File: config.mk
export PLATFORM = sky130hd
export DESIGN_NAME = acc_breg_ctrl_flat
export DESIGN_NICKNAME = d
export VERILOG_FILES = /design/src/rtl/acc_breg_ctrl_if.sv /design/src/rtl/acc_breg_ctrl.sv /design/src/flat_wrapper.sv
export SDC_FILE = /design/constraint.sdc
export NUM_CORES = 1
export LEC_CHECK = 0
export ABC_AREA = 0
export CELL_PAD_IN_SITES_DETAIL_PLACEMENT = 1
export CELL_PAD_IN_SITES_GLOBAL_PLACEMENT = 1
export CORE_MARGIN = 1
export CORE_UTILIZATION = 35
export DETAILED_ROUTE_END_ITERATION = 6
export GPL_ROUTABILITY_DRIVEN = 0
export PLACE_DENSITY = 0.91
export RECOVER_POWER = 100
export SYNTH_ARGS = -nofsm -noshare
export SYNTH_HDL_FRONTEND = slang
export SYNTH_SLANG_ARGS = --single-unit
export TNS_END_PERCENT = 5
File: constraint.sdc
create_clock -name CLK -period 2 [get_ports CLK]
set_clock_uncertainty 0.1 [all_clocks]
set_input_delay 0.6 -clock CLK [delete_from_list [all_inputs] [get_ports CLK]]
set_output_delay 0.6 -clock CLK [all_outputs]
set_load 0.01 [all_outputs]
File: src/rtl/acc_breg_ctrl_if.sv
// Command, operand and output-port bundle between acc_breg_ctrl and its
// neighbours: upstream sequencer, adder-subtractor and accumulator consumer.
interface acc_breg_ctrl_if #(
   parameter int WIDTH = 8
);
   logic             CMD_VALID;
   logic             CMD_READY;
   logic [1:0]       CMD_OP;
   logic [WIDTH-1:0] CMD_DATA;
   logic [WIDTH-1:0] ACC_A;
   logic [WIDTH-1:0] ACC_B;
   logic             S_U;
   logic [WIDTH-1:0] SUM;
   logic             OUT_VALID;
   logic             OUT_READY;
   logic [WIDTH-1:0] OUT_DATA;
   logic             ZERO;
   logic             NEG;
   logic             BUSY;

   modport slave (
      input  CMD_VALID, CMD_OP, CMD_DATA, SUM, OUT_READY,
      output CMD_READY, ACC_A, ACC_B, S_U, OUT_VALID, OUT_DATA, ZERO, NEG, BUSY
   );

   modport master (
      output CMD_VALID, CMD_OP, CMD_DATA, SUM, OUT_READY,
      input  CMD_READY, ACC_A, ACC_B, S_U, OUT_VALID, OUT_DATA, ZERO, NEG, BUSY
   );
endinterface

File: src/rtl/acc_breg_ctrl.sv
// Accumulator / B-register sequencer feeding the SAP-1 adder-subtractor.
// state | meaning
// IDLE  | ready for a command; LDA completes here in one edge
// EXEC  | adder settles on the newly latched B / S_U, no writes
// WB    | SUM written into the accumulator, flags refreshed
// OUTP  | accumulator snapshot offered downstream until OUT_READY
module acc_breg_ctrl #(
   parameter int WIDTH = 8
) (
   input logic            CLK,
   input logic            CLR_n,
   acc_breg_ctrl_if.slave bus
);
   localparam logic [1:0] ST_IDLE = 2'd0;
   localparam logic [1:0] ST_EXEC = 2'd1;
   localparam logic [1:0] ST_WB   = 2'd2;
   localparam logic [1:0] ST_OUTP = 2'd3;

   localparam logic [1:0] OP_LDA = 2'b00;
   localparam logic [1:0] OP_ADD = 2'b01;
   localparam logic [1:0] OP_SUB = 2'b10;
   localparam logic [1:0] OP_OUT = 2'b11;

   logic [1:0]       state;
   logic [WIDTH-1:0] acc_a;
   logic [WIDTH-1:0] acc_b;
   logic             s_u;
   logic [WIDTH-1:0] out_data;
   logic             out_valid;
   logic             zero;
   logic             neg;
   logic             cmd_ready;
   logic             cmd_fire;

   assign cmd_ready = (state == ST_IDLE);
   assign cmd_fire  = bus.CMD_VALID && cmd_ready;

   always_ff @(posedge CLK or negedge CLR_n) begin
      if (!CLR_n) begin
         state     <= ST_IDLE;
         acc_a     <= '0;
         acc_b     <= '0;
         s_u       <= 1'b0;
         out_data  <= '0;
         out_valid <= 1'b0;
         zero      <= 1'b1;
         neg       <= 1'b0;
      end else begin
         case (state)
            ST_IDLE: begin
               if (cmd_fire) begin
                  case (bus.CMD_OP)
                     OP_LDA: begin
                        acc_a <= bus.CMD_DATA;
                        zero  <= (bus.CMD_DATA == '0);
                        neg   <= bus.CMD_DATA[WIDTH-1];
                     end
                     OP_ADD, OP_SUB: begin
                        acc_b <= bus.CMD_DATA;
                        s_u   <= bus.CMD_OP[1];
                        state <= ST_EXEC;
                     end
                     OP_OUT: begin
                        out_data  <= acc_a;
                        out_valid <= 1'b1;
                        state     <= ST_OUTP;
                     end
                     default: state <= ST_IDLE;
                  endcase
               end
            end
            ST_EXEC: state <= ST_WB;
            // SUM is only sampled here, two edges after B/S_U were latched
            ST_WB: begin
               acc_a <= bus.SUM;
               zero  <= (bus.SUM == '0);
               neg   <= bus.SUM[WIDTH-1];
               state <= ST_IDLE;
            end
            ST_OUTP: begin
               if (bus.OUT_READY) begin
                  out_valid <= 1'b0;
                  state     <= ST_IDLE;
               end
            end
            default: state <= ST_IDLE;
         endcase
      end
   end

   assign bus.CMD_READY = cmd_ready;
   assign bus.BUSY      = !cmd_ready;
   assign bus.ACC_A     = acc_a;
   assign bus.ACC_B     = acc_b;
   assign bus.S_U       = s_u;
   assign bus.OUT_DATA  = out_data;
   assign bus.OUT_VALID = out_valid;
   assign bus.ZERO      = zero;
   assign bus.NEG       = neg;
endmodule

File: src/flat_wrapper.sv
// flat-port wrapper written by rule: the top's interface ports become plain ports
module acc_breg_ctrl_flat 
#(
   parameter int WIDTH = 8
)
  (CLK, CLR_n, bus_CMD_VALID, bus_CMD_OP, bus_CMD_DATA, bus_SUM, bus_OUT_READY, bus_CMD_READY, bus_ACC_A, bus_ACC_B, bus_S_U, bus_OUT_VALID, bus_OUT_DATA, bus_ZERO, bus_NEG, bus_BUSY);
  acc_breg_ctrl_if #(.WIDTH(WIDTH)) bus_i ();
  input logic CLK;
  input logic CLR_n;
  input wire logic [$bits(bus_i.CMD_VALID)-1:0] bus_CMD_VALID;
  input wire logic [$bits(bus_i.CMD_OP)-1:0] bus_CMD_OP;
  input wire logic [$bits(bus_i.CMD_DATA)-1:0] bus_CMD_DATA;
  input wire logic [$bits(bus_i.SUM)-1:0] bus_SUM;
  input wire logic [$bits(bus_i.OUT_READY)-1:0] bus_OUT_READY;
  output wire logic [$bits(bus_i.CMD_READY)-1:0] bus_CMD_READY;
  output wire logic [$bits(bus_i.ACC_A)-1:0] bus_ACC_A;
  output wire logic [$bits(bus_i.ACC_B)-1:0] bus_ACC_B;
  output wire logic [$bits(bus_i.S_U)-1:0] bus_S_U;
  output wire logic [$bits(bus_i.OUT_VALID)-1:0] bus_OUT_VALID;
  output wire logic [$bits(bus_i.OUT_DATA)-1:0] bus_OUT_DATA;
  output wire logic [$bits(bus_i.ZERO)-1:0] bus_ZERO;
  output wire logic [$bits(bus_i.NEG)-1:0] bus_NEG;
  output wire logic [$bits(bus_i.BUSY)-1:0] bus_BUSY;
  assign bus_i.CMD_VALID = bus_CMD_VALID;
  assign bus_i.CMD_OP = bus_CMD_OP;
  assign bus_i.CMD_DATA = bus_CMD_DATA;
  assign bus_i.SUM = bus_SUM;
  assign bus_i.OUT_READY = bus_OUT_READY;
  assign bus_CMD_READY = bus_i.CMD_READY;
  assign bus_ACC_A = bus_i.ACC_A;
  assign bus_ACC_B = bus_i.ACC_B;
  assign bus_S_U = bus_i.S_U;
  assign bus_OUT_VALID = bus_i.OUT_VALID;
  assign bus_OUT_DATA = bus_i.OUT_DATA;
  assign bus_ZERO = bus_i.ZERO;
  assign bus_NEG = bus_i.NEG;
  assign bus_BUSY = bus_i.BUSY;
  acc_breg_ctrl #(.WIDTH(WIDTH)) u_core (.CLK(CLK), .CLR_n(CLR_n), .bus(bus_i));
endmodule
# After elaboration in Yosys (flattened, before gate mapping)
# Cells that the tools add are included.
# word_totals
output_inout_bits	30
input_bits	22
wordCells	50
reg_bits	30
# op_classes
n_eq_ne	11
reduce_logical	14
muxes	17
# op_table
op	n
zero test 8 bit	2
two-way mux 8 bit	2
case mux 8 bit (2 select lines)	1
AND reduction 3 bit	4
equality test 2 bit (second input constant)	4
inequality test 2 bit (second input constant)	4
case mux 2 bit (4 select lines)	1
two-way mux 1 bit	7
case mux 1 bit (2 select lines)	3
equality test 2 x 1 -> 1 bit (second input constant)	2
zero test 2 bit	2
two-way mux 2 bit	2
case mux 2 bit (2 select lines)	1
AND reduction 4 bit	1
nonzero test 2 bit	2
inequality test 3 bit (second input constant)	1
OR reduction 2 bit	1
logical AND 1 bit	1
zero test 1 bit	1

# Depth between registers and ports, before layout
# Gate-level depths: netlist (run 1).
# logic_depth
depth_word	5
ltp_mapped	5
ltp_nobuf	5

# Worst setup path after synthesis (run 1)
# No wires, ideal clock.
# synth_path
kind	input to register
startpoint	input port bus_CMD_OP[0]
endpoint	register u_core.acc_b[0], in the netlist u_core.bus.ACC_B[0]
stages	5
setup_ns	0.125
n_path_buf	1
required_ns	1.775
slack_ns	0.280
t_arrival_ns	1.495
cell_sequence	inv_1 ha_1 and3_1 buf_6 mux2_4
# synth_via
elab_chain_len	3
elab_cells_between_ends	4
classes_between	eq/ne: 2; reduce/logical: 2
# synth_lines
element	line_no	text
from (decl)	flat_wrapper.sv:11	input wire logic [$bits(bus_i.CMD_OP)-1:0] bus_CMD_OP;
equality test 2 x 1 -> 1 bit or equality test 2 bit (tied branches)	acc_breg_ctrl.sv:52	case (bus.CMD_OP)
OR reduction 2 bit (*)	acc_breg_ctrl.sv:52	
AND reduction 3 bit (no source line) (*)	-	
to (signal assigned)	acc_breg_ctrl.sv:59	acc_b <= bus.CMD_DATA;
to (decl)	acc_breg_ctrl.sv:26	logic [WIDTH-1:0] acc_b;
# Every way passes the cells marked *; elsewhere a longest branch is shown, timed or not.
# A chain may end at the register's enable or synchronous reset.

# Worst setup path after layout (run 1)
# layout_path
startpoint	input port bus_SUM[7]
endpoint	register u_core.zero, in the netlist u_core.bus.ZERO
# layout_via
elab_chain_len	2
# layout_lines
element	line_no	text
from (decl)	flat_wrapper.sv:13	input wire logic [$bits(bus_i.SUM)-1:0] bus_SUM;
zero test 8 bit	acc_breg_ctrl.sv:76	zero <= (bus.SUM == '0);
case mux 1 bit (2 select lines)	acc_breg_ctrl.sv:49	case (state)
to (signal assigned)	acc_breg_ctrl.sv:55	zero <= (bus.CMD_DATA == '0);
to (signal assigned)	acc_breg_ctrl.sv:76	
to (decl)	acc_breg_ctrl.sv:30	logic zero;
# No other way between the ends.

==> impl_metrics.json, run 1 <==
{
  "outcome": "completed",
  "dieArea_um2": 4270,
  "wirelength_um": 4310,
  "grt_overflow": 0,
  "fmax_mhz": 507,
  "p_sw_mw": 1.09,
  "cts_hold_buf": 0,
  "io_buffer_count": 51,
  "r2r_end": "u_core.bus.ACC_A[6]$_DFFE_PN0P_",
  "worstMarginPinSlew_ps": 740,
  "viasPerCell": 5.08,
  "cp-end-kind": "flop",
  "dr.first_iter.drc_count": 17,
  "gr-usage-met1_pct": 24.9,
  "synth_top_family_by_area": "multiplexers",
  "synthMuxAreaShare_pct": 31.0,
  "area_growth_pct": 46.5,
  "die_x_um": 65.3,
  "root_buffer": "clkbuf_8",
  "whs_path_depth": 1,
  "min-delay-start": "u_core.bus.OUT_DATA[2]$_DFFE_PN0P_",
  "grt.busiest_layer": "met2",
  "setup-tns-final_ps": 0,
  "synth_compound_area_share_pct": 4.37,
  "insertion_delay_ps": 280,
  "hpwl_um": 3010,
  "finalCriticalPeriod_ps": 1970,
  "htree_levels": 2,
  "finalCritPeriodShare_pct": 98.7,
  "worstPathRequired_ps": 2140,
  "regToRegStartpoint": "u_core.state[1]$_DFFE_PN0P_",
  "whs_ps": 406,
  "hp-class": "reg2reg",
  "power_mw": 3.23,
  "antenna_found_initial": 0,
  "p_per_area_nw_per_um2": 1570,
  "maxSlewViolCount": 0,
  "cts_made_buffers": 5,
  "grt_usage_pct": 22.9,
  "cts.sinks": 29,
  "power_frac_comb_pct": 49.2,
  "min_to": "u_core.bus.OUT_DATA[2]$_DFFE_PN0P_",
  "drive_gt1_share_pct": 31.0,
  "p_int_mw": 2.14,
  "grt_pass1_vias": 1197,
  "drv_cap": 0,
  "start_util_pct": 37.5,
  "grt_pass1_wl_um": 6800,
  "synth_nets": 118,
  "switching_share_pct": 33.7,
  "clkTransAtPathRegs_ps": 70,
  "path_class": "in2reg",
  "critPathArrivalTime_ps": 2110,
  "setup_viol": 0,
  "ant_nets": 0,
  "n_fill_cell": 396,
  "syn_inst": 93,
  "grtUsageMet2_pct": 39.8,
  "synth-xor-area-share_pct": 0,
  "syn_area_per_cell_um2": 15.1,
  "grtUsageMet3_pct": 8.68,
  "startpoint_type": "input port",
  "final_util_pct": 54.9,
  "drt-pass1-iter-count": 4,
  "cts_tree": "built",
  "core_area_um2": 3740,
  "max_slew_margin_pct": 50.7,
  "ys_ff_latch": 29,
  "p_leak_nw": 0.905,
  "grt_start_max_net_pins": 30,
  "hold_viol_final": 0,
  "power_frac_clock_pct": 16.8,
  "synth_fa_ha_area_share_pct": 2.67,
  "final_area_um2": 2060,
  "syn-cell-area_um2": 1400,
  "vias": 1032,
  "ys_types": 25,
  "ys_seq_area_share_pct": 51.8,
  "r2r_cells": 4,
  "n_antenna_cell": 0,
  "die_h_um": 65.3,
  "r2r_slack_ps": 150,
  "rsz0062_at_grt": "false",
  "p_seq_share_pct": 34.0,
  "yosys.area_share.simple_pct": 6.06,
  "dpl_cell_area_um2": 2000,
  "yosys_warnings": 0,
  "peakVddDrop_mv": 0.854,
  "core.rowCount": 22,
  "path_max_fanout": 2,
  "drc_errors": 0,
  "pin_count": 52,
  "cts_buffer_depth": 2,
  "avgRoutedWirePerCell_um": 21.2,
  "fin_nets": 179
}
==> power by group through the flow <==
| stage | clock [mW] | sequential, mW | combinational, mW |
|---|---|---|---|
| after CTS | 0.548 | 1.11 | 1.71 |
| after global routing | 0.575 | 1.14 | 1.68 |
| after global placement | 0 | 1.07 | 1.57 |
| after floorplan | 0 | 1.19 | 0.677 |
| after detailed placement | 0 | 1.10 | 1.65 |
| final | 0.542 | 1.10 | 1.59 |
==> per-layer routing <==
metal  vias to the layer above  routed length, um
met3                         8                272
met2                        49               2270
li1                        459                  -
met4                         0                101
met1                       516               1670
met5                         -                  0
==> per-stage QoR <==
step / std cells / setup WS (ps)
floorplan: 93 / 280
global placement: 193 / -298
detailed placement: 193 / -404
CTS: 202 / -108
global route: 203 / 7.23
finish: 203 / 26.6
==> flip-flops by register name (all words and copies together), names as in the netlist <==
signal	count
u_core.bus.ACC_A	7
u_core.state	2
u_core.bus.OUT_VALID	1
u_core.bus.ZERO	1
u_core.bus.ACC_B	8
u_core.bus.S_U	1
u_core.bus.OUT_DATA	8
u_core.bus.NEG	1
==> worst max path at each step <==
stage                                       start                              end  slack (ps)  depth (start not counted)
6_report                               bus_SUM[7]      u_core.bus.ZERO$_DFFE_PN1P_          30                          4
4_1_cts               u_core.state[1]$_DFFE_PN0P_                         bus_BUSY        -110                          3
3_3_place_gp                        bus_CMD_OP[1]       u_core.bus.S_U$_DFFE_PN0P_        -300                          6
3_5_place_dp                        bus_CMD_OP[0]  u_core.bus.ACC_A[6]$_DFFE_PN0P_        -400                          7
2_1_floorplan                       bus_CMD_OP[0]  u_core.bus.ACC_B[0]$_DFFE_PN0P_         280                          5
5_1_grt        u_core.bus.OUT_DATA[7]$_DFFE_PN0P_                  bus_OUT_DATA[7]           7                          1
==> cells in the mapped netlist <==
| master | count | share of area [%] |
|---|---|---|
| or4_1 | 2 | 1.1 |
| o21ai_1 | 1 | 0.36 |
| a32o_1 | 1 | 0.71 |
| buf_2 | 1 | 0.36 |
| nor2b_1 | 1 | 0.45 |
| dfrtp_1 | 28 | 50 |
| inv_1 | 4 | 1.1 |
| nor2b_4 | 1 | 0.98 |
| nor4_1 | 2 | 0.89 |
| and3_1 | 1 | 0.45 |
| buf_4 | 2 | 1.1 |
| o21bai_1 | 1 | 0.53 |
| a21oi_1 | 1 | 0.36 |
| a31oi_1 | 2 | 0.89 |
| dfstp_2 | 1 | 1.9 |
| nor4bb_1 | 1 | 0.71 |
| buf_6 | 2 | 1.6 |
| o211a_1 | 1 | 0.71 |
| nor2_1 | 1 | 0.27 |
| mux2_4 | 17 | 18 |
| a2111o_1 | 1 | 0.80 |
| ha_1 | 3 | 2.7 |
| nor2_2 | 1 | 0.45 |
| nor2_4 | 1 | 0.80 |
| mux2_2 | 16 | 13 |
==> logic make-up after synthesis <==
group	Yosys count
AND/OR/NAND/NOR	11
buffers and inverters	9
flip-flops	29
adder cells (fa/ha/maj)	3
AO/OA/AOI/OAI	8
multiplexers	33
==> critical path: stages <==
cell and delay, ps:
clkdlybuf4s50_1 430, or4_1 580, o21ai_0 300, o211a_1 200
==> layout make-up <==
type | instances | area (um^2) | share of cell area (%)
flip-flops and latches | 29 | 727 | 35.3
multi-input cells | 56 | 608 | 29.6
repair buffers | 58 | 546 | 26.5
clock buffers | 7 | 96.3 | 4.68
well taps | 48 | 60.1 | 2.92
inverters | 4 | 15.0 | 0.730
clock inverters | 1 | 5.00 | 0.243
==> placed cells by master (no fill, tap or decap), types with 3 or more instances in the layout <==
cell type	count
clkdlybuf4s50_1	41
dfrtp_1	28
mux2_2	16
mux2_4	11
clkbuf_8	7
mux2_1	6
dlygate4sd2_1	5
inv_1	3
ha_1	3
dlygate4sd3_1	3
clkbuf_2	3
buf_4	3
==> timing repair <==
action	in CTS	in global routing
pin swaps	1	1
buffers inserted	0	1
cloned	1	0
gates resized for setup	9	2
setup endpoints to repair	28	2
Note: power is estimated with default switching activity, not from simulation.
==> run 2, diff against run 1 <==
--- a/config.mk
+++ b/config.mk
@@ -9,10 +9,11 @@
 export CELL_PAD_IN_SITES_DETAIL_PLACEMENT = 1
 export CELL_PAD_IN_SITES_GLOBAL_PLACEMENT = 1
 export CORE_MARGIN = 1
-export CORE_UTILIZATION = 35
+export CORE_UTILIZATION = 48
 export DETAILED_ROUTE_END_ITERATION = 6
+export DONT_BUFFER_PORTS = 1
 export GPL_ROUTABILITY_DRIVEN = 0
-export PLACE_DENSITY = 0.91
+export PLACE_DENSITY = 0.87
 export RECOVER_POWER = 100
 export SYNTH_ARGS = -nofsm -noshare
 export SYNTH_HDL_FRONTEND = slang
==> impl_metrics.json, run 2 (synthesis results as in run 1) <==
{
  "viasPerCell": 6.10,
  "avgRoutedWirePerCell_um": 22.0,
  "drt-pass1-iter-count": 3,
  "rsz0062_at_grt": "false",
  "cp-end-kind": "output port",
  "cts_buffer_depth": 2,
  "drive_gt1_share_pct": 29.0,
  "grt_overflow": 0,
  "p_leak_nw": 0.616,
  "insertion_delay_ps": 310,
  "worstMarginPinSlew_ps": 685,
  "pin_count": 52,
  "maxSlewViolCount": 0,
  "die_x_um": 56.1,
  "hp-class": "in2reg",
  "finalCriticalPeriod_ps": 1870,
  "whs_ps": 290,
  "worst-path-buf-inv": 2,
  "fin_nets": 125,
  "crit_slowest_cell": "dfrtp_1",
  "core_area_um2": 2760,
  "path_class": "reg2out",
  "root_buffer": "clkbuf_4",
  "wirelength_um": 2890,
  "regToRegStartpoint": "u_core.state[1]$_DFFE_PN0P_",
  "outcome": "completed",
  "htree_levels": 2,
  "grt_pass1_vias": 907,
  "grt_usage_pct": 21.1,
  "path_max_fanout": 8,
  "cts_made_buffers": 5,
  "setup_viol": 0,
  "p_per_area_nw_per_um2": 1540,
  "drc_errors": 0,
  "io_buffer_count": 0,
  "hold_viol_final": 0,
  "vias": 799,
  "fmax_mhz": 535,
  "n_antenna_cell": 0,
  "drv_cap": 0,
  "critical_path.top_delay_family": "flip-flops",
  "mostFrequentLayoutCells": "27 x dfrtp_1, 17 x mux2_1, 16 x mux2_2",
  "die_h_um": 56.1,
  "peakVddDrop_mv": 0.899,
  "final_util_pct": 51.9,
  "max_slew_margin_pct": 54.3,
  "startpoint_type": "flop",
  "dieArea_um2": 3140,
  "dr.first_iter.drc_count": 9,
  "cts.sinks": 29,
  "ant_nets": 0,
  "critPathLaunch": "u_core.state[1]$_DFFE_PN0P_",
  "clkTransAtPathRegs_ps": 80,
  "final_common_cell": "dfrtp_1",
  "hpwl_um": 2170,
  "critPathArrivalTime_ps": 1170,
  "min-delay-start": "bus_OUT_READY",
  "grt_start_max_net_pins": 29,
  "cts_tree": "built",
  "core.rowCount": 19,
  "start_util_pct": 50.9,
  "cp_slowest_stage_delay_ps": 480,
  "cp_cell_sequence": "nor2_2 -> buf_4 -> inv_1",
  "worstPathRequired_ps": 1300,
  "finalCritPeriodShare_pct": 93.4,
  "area_growth_pct": 1.87,
  "grt_pass1_wl_um": 4800,
  "antenna_found_initial": 0
}
[run 2: worst register-to-register path, cell delays in order (launching register included)]
cell and delay (ps):
dfrtp_1 480, nor4bb_1 400, clkbuf_2 350, mux2_2 390
[run 2: worst paths after layout]
check | endpoint | slack [ps] | depth (start not counted)
min in group asynchronous | u_core.bus.ZERO$_DFFE_PN1P_ | 580 | 1
min | u_core.bus.OUT_VALID$_DFFE_PN0P_ | 290 | 1
max reg2reg | u_core.bus.OUT_DATA[1]$_DFFE_PN0P_ | 170 | 3
min reg2reg | u_core.bus.ACC_B[6]$_DFFE_PN0P_ | 470 | 1
max in group asynchronous | u_core.state[0]$_DFFE_PN0P_ | 560 | 2
max | bus_BUSY | 130 | 3
[run 2: area by class of cell]
cell class | count | area, um^2
multi-input cells | 55 | 556
fillers | 282 | 1330
repair buffers | 5 | 37.5
well taps | 31 | 38.8
inverters | 4 | 15.0
flip-flops and latches | 29 | 728
clock buffers | 7 | 55.1
[run 2: routing by layer]
layer	vias to the layer above	track usage [%]	part of all wire [%]
met5	-	0	0
met4	0	8.36	1.9
met3	5	8.84	9.0
met2	37	35.7	53
met1	408	23.3	36
li1	349	-	-
[run 2: power by group]
part	internal, mW	switching (mW)
registers	0.885	0.389
clock network	0.166	0.179
logic	0.339	0.245
total	1.39	0.813
[run 2: what timing repair did]
action                                 4_1_cts  5_1_grt
endpoints found under the hold margin       28        1
resized for setup                            0        1
setup endpoints to repair                    0        1
hold buffers                                 2        1
setup buffers                                0        0
[run 2: metrics by stage]
step                instance area [um^2]  power (mW)  std cells  TNS [ps]  setup slack (ps)
floorplan                           1400        1.87         93         0               280
global placement                    1420        1.96        121         0              35.2
detailed placement                  1420        2.02        121      -258             -39.0
CTS                                 1510        2.39        130         0              40.0
global route                        1430        2.35        131         0              42.1
finish                              1430        2.20        131         0               132
==> run 3, diff against run 2 <==
--- a/config.mk
+++ b/config.mk
@@ -9,11 +9,12 @@
 export CELL_PAD_IN_SITES_DETAIL_PLACEMENT = 1
 export CELL_PAD_IN_SITES_GLOBAL_PLACEMENT = 1
 export CORE_MARGIN = 1
-export CORE_UTILIZATION = 48
+export CORE_UTILIZATION = 51
+export CTS_BUF_LIST = sky130_fd_sc_hd__clkbuf_2 sky130_fd_sc_hd__clkbuf_4 sky130_fd_sc_hd__clkbuf_8
 export DETAILED_ROUTE_END_ITERATION = 6
 export DONT_BUFFER_PORTS = 1
 export GPL_ROUTABILITY_DRIVEN = 0
-export PLACE_DENSITY = 0.87
+export PLACE_DENSITY = 0.91
 export RECOVER_POWER = 100
 export SYNTH_ARGS = -nofsm -noshare
 export SYNTH_HDL_FRONTEND = slang
==> impl_metrics.json, run 3 (synthesis results as in run 1) <==
{
  "mostFrequentLayoutCells": "26 x dfrtp_1, 16 x mux2_2, 9 x mux2_4",
  "cts_tree": "built",
  "rsz0062_at_grt": "false",
  "io_buffer_count": 0,
  "power_frac_clock_pct": 16.2,
  "n_antenna_cell": 0,
  "critPathArrivalTime_ps": 1220,
  "avgRoutedWirePerCell_um": 21.1,
  "cts.sinks": 29,
  "grt_overflow": 0,
  "worst-path-buf-inv": 2,
  "n_fill_cell": 259,
  "postCtsSetupBuffers": 0,
  "p_int_mw": 1.46,
  "setup_viol": 0,
  "cp_slowest_stage_delay_ps": 470,
  "outcome": "completed",
  "hp-class": "in2reg",
  "ant_nets": 0,
  "pin_count": 52,
  "start_util_pct": 55.2,
  "vias": 764,
  "grt_usage_pct": 22.0,
  "critical_path.top_delay_family": "flip-flops",
  "cts_made_buffers": 5,
  "crit_slowest_cell": "dfrtp_2",
  "core.rowCount": 18,
  "antenna_found_initial": 0,
  "root_buffer": "clkbuf_4",
  "worstMarginPinSlew_ps": 773,
  "fin_nets": 125,
  "htree_levels": 2,
  "hpwl_um": 2070,
  "worstPathRequired_ps": 1300,
  "core_area_um2": 2540,
  "hold_viol_final": 0,
  "drt-pass1-iter-count": 1,
  "path_depth": 3,
  "wirelength_um": 2770,
  "finalCriticalPeriod_ps": 1920,
  "setup-tns-final_ps": 0,
  "dieArea_um2": 2970,
  "die_x_um": 54.5,
  "p_sw_mw": 0.822,
  "final_common_cell": "dfrtp_1",
  "die_h_um": 54.5,
  "area_growth_pct": 4.46,
  "insertion_delay_ps": 320,
  "path_class": "reg2out",
  "maxSlewViolCount": 0,
  "p_leak_nw": 0.647,
  "cp_cell_sequence": "nor2_2 -> buf_4 -> inv_1",
  "cp-end-kind": "output port",
  "path_max_fanout": 8,
  "instances_no_fill": 131,
  "grt_pass1_vias": 870,
  "cts_buffer_depth": 2,
  "power_frac_comb_pct": 28.1,
  "viasPerCell": 5.83,
  "r2r_cells": 3,
  "p_seq_share_pct": 55.7,
  "grt_pass1_wl_um": 4240,
  "switching_share_pct": 36.1,
  "drv_cap": 0,
  "p_per_area_nw_per_um2": 1550,
  "power_mw": 2.28,
  "drive_gt1_share_pct": 39.6,
  "dr.first_iter.drc_count": 0,
  "finalCritPeriodShare_pct": 96.2,
  "multi_input_area_um2": 588,
  "peakVddDrop_mv": 0.848,
  "clkTransAtPathRegs_ps": 90,
  "fmax_mhz": 520,
  "startpoint_type": "flop",
  "dp_cells": 120,
  "final-seq-area_um2": 729,
  "max_slew_margin_pct": 48.3,
  "grt_start_max_net_pins": 29,
  "drc_errors": 0,
  "whs_path_depth": 1
}
run 3: repair_timing:
action / in CTS / in global routing
endpoints found under the hold margin: 28 / 1
gates resized for setup: 0 / 2
hold buffers: 2 / 1
setup endpoints to repair: 0 / 1
run 3: metrics by stage:
stage	hold WS (ps)	area (um^2)	utilization (%)	setup slack (ps)
after floorplan	204	1400	-	280
after global placement	205	1420	55.8	63.0
after detailed placement	205	1420	55.8	15.0
after CTS	1.80	1510	59.3	4.99
after global routing	273	1470	57.6	18.5
final	282	1470	57.6	75.6
run 3: worst paths after layout:
check / start / to / slack (ps)
hold / removal: bus_OUT_READY / u_core.bus.OUT_VALID$_DFFE_PN0P_ / 280
setup / recovery: u_core.state[1]$_DFFE_PN0P_ / bus_BUSY / 80
setup reg to reg: u_core.state[1]$_DFFE_PN0P_ / u_core.bus.OUT_DATA[7]$_DFFE_PN0P_ / 190
min in group asynchronous: CLR_n / u_core.bus.ZERO$_DFFE_PN1P_ / 570
max in group asynchronous: CLR_n / u_core.state[1]$_DFFE_PN0P_ / 580
hold reg to reg: u_core.bus.S_U$_DFFE_PN0P_ / u_core.bus.S_U$_DFFE_PN0P_ / 470
run 3: layout make-up:
| cell class | count | area share (%) |
|---|---|---|
| tap | 30 | 2.56 |
| sequential | 29 | 49.7 |
| multi-input combinational | 55 | 40.1 |
| clock buffer | 8 | 4.10 |
| timing repair buffer | 5 | 2.47 |
| inverter | 4 | 1.02 |
run 3: power by group through the flow:
stage / combinational (mW) / sequential [mW] / clock [mW]
after global routing: 0.697 / 1.32 / 0.407
after CTS: 0.736 / 1.28 / 0.379
after global placement: 0.663 / 1.28 / 0
final: 0.640 / 1.27 / 0.368
after detailed placement: 0.713 / 1.29 / 0
after floorplan: 0.677 / 1.19 / 0
run 3: routing by layer:
| metal | routed length, um | GRT usage, % | share of wire [%] |
|---|---|---|---|
| met5 | 0 | 0 | 0 |
| met3 | 168 | 8.89 | 6.1 |
| met4 | 24 | 9.83 | 0.87 |
| met1 | 1130 | 24.6 | 41 |
| met2 | 1450 | 36.6 | 52 |
